`config.mk`:
```
export PLATFORM = sky130hd
export DESIGN_NAME = fetch_unit
export DESIGN_NICKNAME = d
export VERILOG_FILES = /design/src/rtl/fetch_unit_pkg.sv /design/src/rtl/fetch_unit_npc_calc.sv /design/src/rtl/fetch_unit.sv
export SDC_FILE = /design/constraint.sdc
export NUM_CORES = 1
export LEC_CHECK = 0
export ABC_AREA = 1
export CELL_PAD_IN_SITES_DETAIL_PLACEMENT = 1
export CELL_PAD_IN_SITES_GLOBAL_PLACEMENT = 1
export CORE_ASPECT_RATIO = 1.5
export CORE_MARGIN = 4
export CORE_UTILIZATION = 45
export DETAILED_ROUTE_END_ITERATION = 16
export DONT_BUFFER_PORTS = 1
export PLACE_DENSITY_LB_ADDON = 0.15
export SLEW_MARGIN = 5
export SYNTH_ARGS = -nofsm -noshare
export SYNTH_HDL_FRONTEND = slang
export SYNTH_HIERARCHICAL = 1
export SYNTH_SLANG_ARGS = --single-unit
```
`constraint.sdc`:
```
create_clock -name clk -period 4.4 [get_ports clk]
set_clock_uncertainty 0.1 [all_clocks]
set_input_delay 0.88 -clock clk [delete_from_list [all_inputs] [get_ports clk]]
set_output_delay 0.88 -clock clk [all_outputs]
set_load 0.1 [all_outputs]
```
`src/rtl/fetch_unit_pkg.sv`:
```
// rtl/fetch_unit_pkg.sv - shared types and constants for the fetch stage
package fetch_unit_pkg;

  typedef enum logic [1:0] {
    ST_IDLE  = 2'd0,
    ST_FETCH = 2'd1,
    ST_VALID = 2'd2,
    ST_FAULT = 2'd3
  } fetch_state_e;

  localparam int WORD_BYTES = 4;
  localparam int IMM16_W    = 16;
  localparam int IMM26_W    = 26;

  localparam logic [31:0] DEFAULT_RESET_PC = 32'h0000_0000;

endpackage

```
`src/rtl/fetch_unit_npc_calc.sv`:
```
// rtl/fetch_unit_npc_calc.sv - combinational next-PC selection for the fetch stage
module fetch_unit_npc_calc
  import fetch_unit_pkg::*;
(
  input  logic [31:0]        pc,
  input  logic [IMM26_W-1:0] instr_imm,
  input  logic               branch,
  input  logic               branch_ne,
  input  logic               zero,
  input  logic               jump,
  input  logic               jump_reg,
  input  logic [31:0]        reg_target,
  output logic [31:0]        npc,
  output logic [31:0]        pc_plus4
);

  logic [31:0] imm16_ext;
  logic [31:0] imm26_ext;
  logic        taken;
  logic [31:0] raw_npc;

  assign pc_plus4  = pc + 32'(WORD_BYTES);
  assign imm16_ext = {{(32-IMM16_W){instr_imm[IMM16_W-1]}}, instr_imm[IMM16_W-1:0]};
  assign imm26_ext = {{(32-IMM26_W){instr_imm[IMM26_W-1]}}, instr_imm};
  assign taken     = branch & (branch_ne ? ~zero : zero);

  always_comb begin
    raw_npc = pc_plus4;
    if (jump_reg) begin
      raw_npc = reg_target;
    end else if (jump) begin
      raw_npc = pc_plus4 + imm26_ext;
    end else if (taken) begin
      raw_npc = pc_plus4 + imm16_ext;
    end
  end

  // Targets are always word aligned; stray low bits are simply discarded.
  assign npc = raw_npc & ~32'd3;

endmodule

```
`src/rtl/fetch_unit.sv`:
```
// rtl/fetch_unit.sv - instruction fetch stage: PC, imem handshake, instruction register
module fetch_unit
  import fetch_unit_pkg::*;
#(
  parameter logic [31:0] RESET_PC = DEFAULT_RESET_PC,
  parameter int unsigned TIMEOUT  = 16
) (
  input  logic        clk,
  input  logic        rst,
  output logic        imem_req,
  output logic [31:0] imem_addr,
  input  logic        imem_ack,
  input  logic [31:0] imem_data,
  output logic [31:0] instruction,
  output logic        instr_valid,
  input  logic        instr_ready,
  input  logic        branch,
  input  logic        branch_ne,
  input  logic        zero,
  input  logic        jump,
  input  logic        jump_reg,
  input  logic [31:0] reg_target,
  output logic [31:0] pc_out,
  output logic [31:0] pc_plus4,
  output logic        fetch_fault
);

  fetch_state_e state_q, state_d;
  logic [31:0]  pc_q, pc_d;
  logic [31:0]  instr_q, instr_d;
  logic         valid_q, valid_d;
  logic [7:0]   cnt_q, cnt_d;
  logic [31:0]  npc;

  fetch_unit_npc_calc u_npc_calc (
    .pc         (pc_q),
    .instr_imm  (instr_q[IMM26_W-1:0]),
    .branch     (branch),
    .branch_ne  (branch_ne),
    .zero       (zero),
    .jump       (jump),
    .jump_reg   (jump_reg),
    .reg_target (reg_target),
    .npc        (npc),
    .pc_plus4   (pc_plus4)
  );

  always_ff @(posedge clk or posedge rst) begin
    if (rst) begin
      state_q <= ST_IDLE;
      pc_q    <= RESET_PC;
      instr_q <= 32'h0;
      valid_q <= 1'b0;
      cnt_q   <= 8'h0;
    end else begin
      state_q <= state_d;
      pc_q    <= pc_d;
      instr_q <= instr_d;
      valid_q <= valid_d;
      cnt_q   <= cnt_d;
    end
  end

  always_comb begin
    state_d = state_q;
    pc_d    = pc_q;
    instr_d = instr_q;
    valid_d = valid_q;
    cnt_d   = cnt_q;
    case (state_q)
      // One dead cycle after reset so a late ack from an aborted fetch is dropped.
      ST_IDLE: begin
        state_d = ST_FETCH;
        cnt_d   = 8'h0;
      end
      ST_FETCH: begin
        if (imem_ack) begin
          instr_d = imem_data;
          valid_d = 1'b1;
          cnt_d   = 8'h0;
          state_d = ST_VALID;
        end else if (cnt_q == 8'(TIMEOUT - 1)) begin
          cnt_d   = 8'h0;
          state_d = ST_FAULT;
        end else begin
          cnt_d = cnt_q + 8'd1;
        end
      end
      ST_VALID: begin
        if (instr_ready) begin
          pc_d    = npc;
          valid_d = 1'b0;
          state_d = ST_FETCH;
        end
      end
      ST_FAULT: begin
        valid_d = 1'b0;
      end
      default: begin
        state_d = ST_IDLE;
      end
    endcase
  end

  assign imem_req    = (state_q == ST_FETCH);
  assign imem_addr   = pc_q;
  assign pc_out      = pc_q;
  assign instruction = instr_q;
  assign instr_valid = valid_q;
  assign fetch_fault = (state_q == ST_FAULT);

endmodule

```
# == Word level (Yosys, flattened, before mapping) ==
# Index checks and enable logic that the tools add are counted.
# totals
register_bits,73
inputBits,73
output_inout_bits,131
word_cells,40
# classes
addsub,4
n_eq_ne,7
muxes,14
n_bitwise,2
n_reduce_logical,8
# ops
op,n
$mux W32,3
$add A32 B32 Y32,2
$add A32 B3 Y32 const B,1
$mux W8,2
$pmux W8 S2,1
$add A8 B1 Y8 const B,1
$eq A8 B4 Y1 const B,1
$mux W2,3
$pmux W2 S3,1
$reduce_and A3 Y1,2
$reduce_bool A3 Y1,2
$eq A2 B2 Y1 const B,2
$reduce_and A2 Y1,2
$mux W1,3
$ne A3 B1 Y1 const B,1
$pmux W1 S3,1
$eq A2 B1 Y1 const B,1
$logic_not A2 Y1,1
$ne A2 B1 Y1 const B,1
$ne A2 B2 Y1 const B,1
$reduce_bool A2 Y1,1
$and A1 B1 Y1,1
$not A1 Y1,1

# == Depth between registers and ports, before layout ==
# Gate-level depths: netlist of the first run.
# logic_depth
ltp_word,6
ltp_mapped,28
mapped_depth_nobuf,28

# == Hierarchy ==
# Netlist of the first run, hierarchy kept.
# modules_own_cells
mod,n_inst,cells_per_inst,area_per_inst_um2,seq_area_each_um2
fetch_unit_npc_calc,1,1101,5310.1,0.0
fetch_unit,1,387,3352.0,1876.8

# == Worst setup path after synthesis of the first run ==
# No wires, ideal clock.
# synth_timing
kind,reg-to-reg
startpoint,"register pc_q[2], in the netlist imem_addr[2]"
endpoint,"register pc_q[24], in the netlist imem_addr[24]"
setup_ns,0.123
arrival_ns,5.505
required_time_ns,4.177
path_slack_ns,-1.328
path_stages_with_launch,21
path_buffers,0
period_less_slack_ns,5.728
path_cell_list,dfrtp_1 -> inv_1 -> nor2_2 -> nand2_2 -> nor2_4 -> xor2_1 -> ha_1 -> nand2_1 -> inv_1 -> nand2_1 -> nand2_1 -> a21oi_1 -> inv_1 -> a21oi_1 -> nand3b_1 -> nand3_1 -> nand2_1 -> nand2_1 -> nand2_1 -> nand3_1 -> nand2_1
# synth_via
elab_chain_len,5
elab_cells_between_ends,6
classes_between,add/sub (3); mux (3)
# synth_rtl
element,line,text
from (decl),fetch_unit.sv:29,"logic [31:0] pc_q, pc_d;"
from (signal assigned),fetch_unit.sv:57,pc_q <= pc_d;
$add A32 B3 Y32 (*),fetch_unit_npc_calc.sv:22,assign pc_plus4 = pc + 32'(WORD_BYTES);
named net pc_plus4[2],fetch_unit.sv:24,"output logic [31:0] pc_plus4,"
$add A32 B32 Y32,fetch_unit_npc_calc.sv:34,raw_npc = pc_plus4 + imm16_ext;
$mux W32,fetch_unit_npc_calc.sv:33,end else if (taken) begin
$mux W32 (*),fetch_unit_npc_calc.sv:31,end else if (jump) begin
$mux W32 (*),fetch_unit_npc_calc.sv:29,if (jump_reg) begin
named net npc[24],fetch_unit.sv:33,logic [31:0] npc;
# Mark *: on every way through the listed nets, which the timed path passes. The rest lies on a longest branch.
# A chain may end at the register's enable or synchronous reset.

# == Worst setup path in the final report of the first run ==
# layout_timing
startpoint,"register pc_q[6], in the netlist imem_addr[6]"
endpoint,"register pc_q[24], in the netlist imem_addr[24]"
# layout_via
elab_chain_len,5
elab_cells_between_ends,6
classes_between,add/sub (3); mux (3)
# layout_rtl
element,line
$add A32 B3 Y32 (*),fetch_unit_npc_calc.sv:22
$add A32 B32 Y32,fetch_unit_npc_calc.sv:34
$mux W32,fetch_unit_npc_calc.sv:33
$mux W32 (*),fetch_unit_npc_calc.sv:31
$mux W32 (*),fetch_unit_npc_calc.sv:29
named net npc[24],fetch_unit.sv:33
# Marked as above.

==> impl_metrics.ini, run 1 <==
[status]
run_status = finished clean

[timing]
slew_headroom = 0.180
fin_tns_setup_ns = 0
fmax_mhz = 247
setup_violations = 0
worstMarginPinSlew_ns = 1.23
slew_viol_final = 0
rsz0062_at_grt = false
period_minus_slack_ns = 4.05
hold_violations = 0
period_share = 0.921

[synth]
synth-seq-area-share = 0.217
synth_top_cell_by_area = nand2_1
async_reset_ff_frac = 1.00
synth_area_sq_um = 8660
avgSynthCellArea_sq_um = 5.82
synth_top_area_frac = 0.266
synth.most_common_cell = nand2_1
synth_xor_xnor_area_share = 0.0384
synthFlopType = dfrtp_1
synth_compound_area_frac = 0.0786
synth-edff-count = 0
synth_fa_ha_area_frac = 0.0751
synth.mux.area_fraction = 0
syn_inst = 1488
synth_area_leaders = nand2_1 27%, dfrtp_1 22%, inv_1 8.8%
yosys.area_share.simple = 0.450
yosysWarnings = 6
synth.distinct_cells = 46
yosys_register_bits = 75
yosys-top-cells-count = 614 x nand2_1, 203 x inv_1, 121 x nor2_1
synth_top_family_by_area = simple AND/OR/NAND/NOR gates

[floorplan]
die_area_sq_um = 21600
ioPinCount = 204
start_util = 0.463
fp.dieW_microns = 121
num_rows = 61
die_h_microns = 178
coreArea_sq_um = 18700

[layout]
drive_gt1_frac = 0.127
multi_input_area_sq_um = 5760
seqCellArea_sq_um = 1920
syn2layout_area_growth_pct = 13.1
design_area_sq_um = 9790
final_nets = 1649
n_antenna_cell = 0
final_util = 0.524
fillCellCount = 2716

[route]
ant_nets = 0
wl_per_cell_microns = 19.9
vias = 9727
route.detailed.drc = 0
drtIter0Drc = 399
routed_wl_microns = 35500
via_per_inst = 5.46
drtPass1Iterations = 5

[worst_setup_path]
required_ns = 4.53
path_max_fanout = 5
worstSetupPathType = flip-flop to flip-flop
critPathLaunchType = flip-flop
slowest_delay_ns = 0.48
slowest_stage = a21oi_1
worst_ep_arrival_time_ns = 4.19
cp_num_buf_inv = 1
path_cells = nand2_1 -> nor2_1 -> nand3_1 -> xor2_1 -> clkinvlp_4 -> ha_4 -> nand2_1 -> nand2_1 -> nand2_1 -> nand2_1 -> a21oi_1 -> nor2_1 -> nor2_1 -> nand2_1 -> nand2_1 -> nand3_1 -> nand2_1 -> nand2_1 -> nand2_1 -> nand2_1 -> nand3_1 -> nand2_1
worstSetupEndpointType = flip-flop
path_common_cell = nand2_1
cp_top_family = simple AND/OR/NAND/NOR gates

[clock_tree]
cts-root-buf = clkbuf_16
numCtsBuffers = 9
clock_path_buffers = 2
cts_hold_buffers = 0
cts.sinks = 75
cts_tree = built
insertion_delay_ns = 0.36
cts.reportedPaths.clkPinSlew_ns = 0.07
cts_setup_buffers = 0
ctsHtreeMaxLevel = 3
cts_resized = 0

[placed_design]
gp_congestion = 1.00
placed_area_sq_um = 9460
portBuffers = 0
place_hpwl_microns = 28800

[global_route]
grt_max_degree = 39
antenna_found_initial = 0
grt_pass1_vias = 10344
overflow = 0
grt_usage = 0.333
grt_pass1_wl_microns = 55200

[job]
drv_cap = 0

[hold_path]
hp-class = input pin to async pin
worst paths after layout:
check,to,cells past startpoint,from,slack (ns)
worst max-delay path,imem_addr[24]$_DFFE_PP0P_,22,imem_addr[6]$_DFFE_PP0P_,0.35
worst min-delay path,state_q[0]$_DFFE_PP0P_,1,rst,0.37
worst max register to register,imem_addr[24]$_DFFE_PP0P_,22,imem_addr[6]$_DFFE_PP0P_,0.35
worst min register to register,imem_addr[13]$_DFFE_PP0P_,2,imem_addr[13]$_DFFE_PP0P_,0.46
max in group asynchronous,imem_addr[11]$_DFFE_PP0P_,2,rst,2.82
min in group clk,imem_addr[13]$_DFFE_PP0P_,2,imem_addr[13]$_DFFE_PP0P_,0.46
metal layers:
layer  track usage  up-vias  wire length (microns)
li1              -     4668                      -
met1         0.345     4679                  12900
met2         0.625      289                  18700
met3        0.0536       91                   1730
met4         0.184        0                   2180
met5             0        -                      0
kinds of logic (layout without fill, tap and decap cells):
group / Yosys count / count (layout)
adders and majority gates: 52 / 52
and+or+nand+nor: 927 / 927
other: 1 / 2
xor gates and xnor gates: 38 / 38
DFF: 75 / 75
buffers and inverters: 272 / 312
AOI/OAI and AO/OA: 123 / 123
per-stage QoR:
stage | instances | hold WS (ns) | setup WS (ns)
after floorplan | 1489 | 0.405 | 0.0118
after global placement | 1765 | 0.423 | 0.552
after detailed placement | 1765 | 0.440 | 0.406
after CTS | 1781 | 0.400 | 0.387
after global routing | 1781 | 0.419 | 0.00740
final | 1781 | 0.374 | 0.349
state kept, by name, indices dropped and copies added (netlist names):
name / cells
imem_addr: 32
instr_valid: 1
state_q: 2
instruction: 32
cnt_q: 8
placed cells by master (no fill, tap or decap), types with 6 or more instances in the layout:
| cell | netlist | layout |
|---|---|---|
| nand2_1 | 614 | 614 |
| nor2_1 | 121 | 119 |
| ha_1 | 52 | 50 |
| xor2_1 | 27 | 19 |
| dfrtp_1 | 75 | 42 |
| xor2_4 | 0 | 6 |
| inv_1 | 203 | 199 |
| a21o_1 | 8 | 8 |
| a21oi_1 | 63 | 63 |
| nor3_1 | 11 | 11 |
| buf_4 | 41 | 91 |
| xnor2_1 | 11 | 8 |
| nand3b_1 | 7 | 7 |
| clkbuf_16 | 0 | 9 |
| nand3_1 | 120 | 120 |
| nor2_2 | 5 | 7 |
| dfrtp_2 | 0 | 33 |
| o21bai_1 | 10 | 10 |
| nor2_4 | 6 | 6 |
| nand4_1 | 17 | 17 |
| nand2_2 | 10 | 10 |
| o21ai_0 | 33 | 33 |
worst register-to-register path, stage by stage (launching register included):
cell	delay, ns
dfrtp_2	0.46
nand2_1	0.17
nor2_1	0.18
nand3_1	0.16
xor2_1	0.46
clkinvlp_4	0.25
ha_4	0.28
nand2_1	0.09
nand2_1	0.09
nand2_1	0.07
nand2_1	0.13
a21oi_1	0.48
nor2_1	0.09
nor2_1	0.15
nand2_1	0.07
nand2_1	0.06
nand3_1	0.16
nand2_1	0.12
nand2_1	0.07
nand2_1	0.06
nand2_1	0.07
nand3_1	0.09
nand2_1	0.06
layout make-up:
class	count	area share
Multi-Input combinational cell	1142	0.588
Sequential cell	75	0.196
Inverter	205	0.0804
Timing Repair Buffer	91	0.0697
Tap cell	252	0.0322
Clock buffer	9	0.0230
Clock inverter	7	0.0109
Power of run 1 is left out: the tool's default activity adds up to more than one toggle a clock period on the data nets, which glitch-free logic cannot reach.
==> run 2: changes to the inputs <==
Settings changed: RECOVER_POWER set to 25.
==> run 2 against run 1 <==
  * The run now ends with capacitance limit, slew limit left
  * First-iteration DRC count rose by 1.3%
  * Worst hold slack improved by 0.086 ns
  * Via count rose by 0.14%
  * Register-to-register slack gained 0.02 ns
  * Highest routed layer unchanged
  * Cell area decreased by 0.22%
  * Wire length about the same
  * Critical endpoint is now imem_addr[30]$_DFFE_PP0P_
  * Sequential cell count unchanged
  * Worst setup slack gained 0.021 ns
  * Utilization fell by 0.11 points
==> impl_metrics.ini, run 2 (synthesis results as in run 1) <==
[global_route]
grt_pass1_vias = 10344
antenna_found_initial = 0
grt_max_degree = 39
grt.met3_usage = 0.0536
busiest_layer = met2
use_met2 = 0.625
grt_pass1_wl_microns = 55200
overflow = 0
grt_usage = 0.333
grtUsageMet1 = 0.345

[clock_tree]
cts_tree = built
insertion_delay_ns = 0.36
cts_setup_buffers = 0
cts.sinks = 75
cts_resized = 0
cts-root-buf = clkbuf_16
cts.reportedPaths.clkPinSlew_ns = 0.07
numCtsBuffers = 9
cts_hold_buffers = 0
clock_path_buffers = 2
ctsHtreeMaxLevel = 3

[placed_design]
place_ws_ns = 0.406
place_hpwl_microns = 28800
portBuffers = 0
gp_congestion = 1.00

[worst_setup_path]
reg2reg_depth = 24
startpoint = imem_addr[2]$_DFFE_PP0P_
r2r_slack_ns = 0.37
required_ns = 4.54
path_max_fanout = 7
worstSetupEndpointType = flip-flop
reg2reg_to = imem_addr[30]$_DFFE_PP0P_
worstSetupPathType = flip-flop to flip-flop
critPathLaunchType = flip-flop
reg2reg_from = imem_addr[2]$_DFFE_PP0P_
worst_ep_arrival_time_ns = 4.17

[timing]
fin_tns_setup_ns = 0
setup_violations = 0
period_minus_slack_ns = 4.03
worstMarginPinSlew_ns = 1.79
hold_violations = 0
rsz0062_at_grt = false
worst_slack_ns = 0.370
period_share = 0.916
slew_headroom = -0.197
fmax_mhz = 248
slew_viol_final = 39

[layout]
fillCellCount = 2717
n_antenna_cell = 0
syn2layout_area_growth_pct = 12.8
final_nets = 1649
mostFrequentLayoutCells = 615 x nand2_1, 199 x inv_1, 120 x nand3_1, 120 x nor2_1, 90 x buf_4
drive_gt1_frac = 0.126
final_common_cell = nand2_1

[floorplan]
coreArea_sq_um = 18700
start_util = 0.463
die_h_microns = 178
num_rows = 61
ioPinCount = 204
fp.dieW_microns = 121
die_area_sq_um = 21600

[status]
run_status = complete, but fails checks
violations = capacitance limit, slew limit

[hold_path]
worst_hold_path.endpoint = imem_addr[13]$_DFFE_PP0P_
hp-start = imem_addr[13]$_DFFE_PP0P_
hp-class = flip-flop to flip-flop
hold_path_depth = 2

[job]
drv_cap = 1

[route]
drtIter0Drc = 404
ant_nets = 0
vias = 9741
via_per_inst = 5.47
wl_per_cell_microns = 19.9
route.detailed.drc = 0
routed_wl_microns = 35500
drtPass1Iterations = 5
[run 2: layer usage]
layer | share of wire | routed length [microns]
met1 | 0.36 | 12900
met2 | 0.53 | 18700
met3 | 0.049 | 1750
met4 | 0.061 | 2160
met5 | 0 | 0
[run 2: worst max-delay path by stage]
stage | end | slack, ns
after floorplan | imem_addr[24]$_DFFE_PP0P_ | 0.01
after global placement | imem_addr[30]$_DFFE_PP0P_ | 0.55
after detailed placement | imem_addr[30]$_DFFE_PP0P_ | 0.41
after CTS | imem_addr[30]$_DFFE_PP0P_ | 0.39
after global routing | imem_addr[30]$_DFFE_PP0P_ | 0.007
final | imem_addr[30]$_DFFE_PP0P_ | 0.37
[run 2: area by class of cell]
cell class / count / area [sq um] / area share
clock buffer: 9 / 225 / 0.0230
clock inverter: 7 / 106 / 0.0109
inverter: 205 / 783 / 0.0801
multi-input combinational: 1142 / 5740 / 0.588
sequential: 75 / 1920 / 0.196
tap: 252 / 315 / 0.0323
timing repair buffer: 91 / 681 / 0.0696
[run 2: metrics by stage]
step	instance area (sq um)	instances	hold WS (ns)	util
finish	9770	1781	0.460	0.523
global route	9770	1781	0.486	0.523
CTS	9790	1781	0.400	0.524
detailed placement	9460	1765	0.440	0.506
global placement	9460	1765	0.423	0.506
floorplan	8870	1489	0.405	-
[run 2: critical path, stage by stage (launching register included)]
cell     delay, ns
dfrtp_2       0.47
ha_1          0.20
nand2_1       0.05
inv_1         0.09
nand2_1       0.18
nor2_1        0.28
xnor2_1       0.23
inv_1         0.12
ha_1          0.35
nand2_1       0.14
inv_1         0.09
nand2_1       0.16
inv_1         0.11
a21oi_1       0.18
nand2_2       0.19
nand2_1       0.13
nand2_1       0.06
nand2_1       0.05
nand3_1       0.18
nand2_1       0.13
nand2_1       0.08
nand2_1       0.13
nand2_1       0.07
nand3_1       0.08
nand2_1       0.05
Power of run 2 is left out for the same reason.
==> run 3: changes to the inputs <==
==> constraint.sdc (replaced) <==
create_clock -name clk -period 4.4 [get_ports clk]
set_clock_uncertainty 0.1 [all_clocks]
set_input_delay 0.66 -clock clk [delete_from_list [all_inputs] [get_ports clk]]
set_output_delay 0.66 -clock clk [all_outputs]
set_load 0.1 [all_outputs]
==> run 3 against run 2 <==
  * The run still ends with capacitance limit, slew limit left
  * Global-route usage down 0.13 points
  * Cell area about the same
  * Wire length is 0.21% higher
  * Sequential cell count unchanged
  * Count of clock-buffer cells in the layout did not move
  * Register-to-register slack got worse by 0.07 ns
  * Worst hold slack worse by 0.14 ns
  * Via count is 0.87% higher
  * Utilization hardly changed
  * Critical path depth down 2
  * Die area is the same
==> impl_metrics.ini, run 3 (synthesis results as in run 1) <==
[global_route]
grt.met3_usage = 0.0644
grt_max_degree = 47
grt_pass1_wl_microns = 55000
overflow = 0
grt_pass1_vias = 10301
busiest_layer = met2
antenna_found_initial = 0
grt_usage = 0.331
use_met2 = 0.588
grtUsageMet1 = 0.342

[floorplan]
die_h_microns = 178
start_util = 0.463
coreArea_sq_um = 18700
die_area_sq_um = 21600
num_rows = 61
fp.dieW_microns = 121
ioPinCount = 204

[clock_tree]
cts.reportedPaths.clkPinSlew_ns = 0.07
cts_setup_buffers = 0
cts_hold_buffers = 0
insertion_delay_ns = 0.36
numCtsBuffers = 9
cts.sinks = 75
cts-root-buf = clkbuf_16
clock_path_buffers = 2
cts_resized = 0
cts_tree = built
ctsHtreeMaxLevel = 3

[layout]
seqCellArea_sq_um = 1920
syn2layout_area_growth_pct = 12.9
mostFrequentLayoutCells = 615 x nand2_1, 199 x inv_1, 120 x nand3_1, 120 x nor2_1, 91 x buf_4
drive_gt1_frac = 0.125
n_antenna_cell = 0
final_nets = 1650
final_common_cell = nand2_1
fillCellCount = 2692
multi_input_area_sq_um = 5740

[route]
ant_nets = 0
wl_per_cell_microns = 20.0
vias = 9826
drtPass1Iterations = 5
route.detailed.drc = 0
via_per_inst = 5.51
drtIter0Drc = 538
routed_wl_microns = 35600

[hold_path]
hp-class = input pin to flip-flop

[worst_setup_path]
path_common_cell = nand2_1
worstSetupPathType = flip-flop to flip-flop
critPathLaunchType = flip-flop
slowest_delay_ns = 0.47
worst_ep_arrival_time_ns = 4.24
r2r_slack_ns = 0.30
path_cells = ha_1 -> nand2_1 -> inv_1 -> nand2_1 -> nor2_1 -> nand4_1 -> xor2_1 -> inv_1 -> ha_1 -> nand2_1 -> nor3_1 -> nand2_1 -> nor2_1 -> nand2_1 -> nand3_1 -> nand3_1 -> nand2_1 -> nand2_1 -> nand2_1 -> nand2_1 -> nand3_1 -> nand2_1
slowest_stage = dfrtp_2
path_max_fanout = 7
required_ns = 4.54
worstSetupEndpointType = flip-flop

[timing]
fmax_mhz = 244
fin_tns_setup_ns = 0
hold_violations = 0
slew_viol_final = 78
rsz0062_at_grt = false
period_share = 0.931
setup_violations = 0
period_minus_slack_ns = 4.10
worstMarginPinSlew_ns = 2.15
slew_headroom = -0.440

[placed_design]
gp_congestion = 1.01
place_hpwl_microns = 29000
portBuffers = 0

[status]
violations = capacitance limit, slew limit
run_status = complete, but fails checks

[job]
drv_cap = 2
-- run 3: path summary, 6_finish.rpt --
path                                                start                           to  cells past startpoint
worst max register to register   imem_addr[2]$_DFFE_PP0P_    imem_addr[30]$_DFFE_PP0P_                     22
worst max-delay path             imem_addr[2]$_DFFE_PP0P_    imem_addr[30]$_DFFE_PP0P_                     22
worst min register to register  imem_addr[13]$_DFFE_PP0P_    imem_addr[13]$_DFFE_PP0P_                      2
worst min-delay path                        imem_data[21]  instruction[21]$_DFFE_PP0P_                      2
min in group asynchronous                             rst         cnt_q[1]$_DFFE_PP0P_                      1
max in group asynchronous                             rst  instruction[15]$_DFFE_PP0P_                      2
-- run 3: area by class of cell --
cell class | count | share of cell area
clock buffer | 9 | 0.0230
sequential | 75 | 0.196
clock inverter | 7 | 0.0107
timing repair buffer | 92 | 0.0702
tap | 252 | 0.0322
inverter | 205 | 0.0805
multi-input combinational | 1142 | 0.587
-- run 3: worst max-delay path, delay by kind of cell (launching register included) --
kind	cells	cell delay [ns]
flops	1	0.47
buf+inv	2	0.29
xor+xnor	1	0.32
simple gates	17	2.17
fa+ha+maj	2	0.63
-- run 3: metrics by stage --
step,setup WS (ns),utilization,hold slack (ns),cells,cell area (sq um)
detailed placement,0.363,0.506,0.433,1766,9470
global route,0.00213,0.523,0.321,1782,9780
finish,0.301,0.523,0.320,1782,9780
CTS,0.354,0.524,0.251,1782,9800
global placement,0.528,0.506,0.420,1766,9470
floorplan,0.0118,-,0.405,1489,8870
-- run 3: per-layer routing --
metal  vias up  part of all wire
li1       4665                 -
met1      4665              0.35
met2       356              0.51
met3       140             0.056
met4         0             0.082
met5         -                 0
Power of run 3 is left out for the same reason.
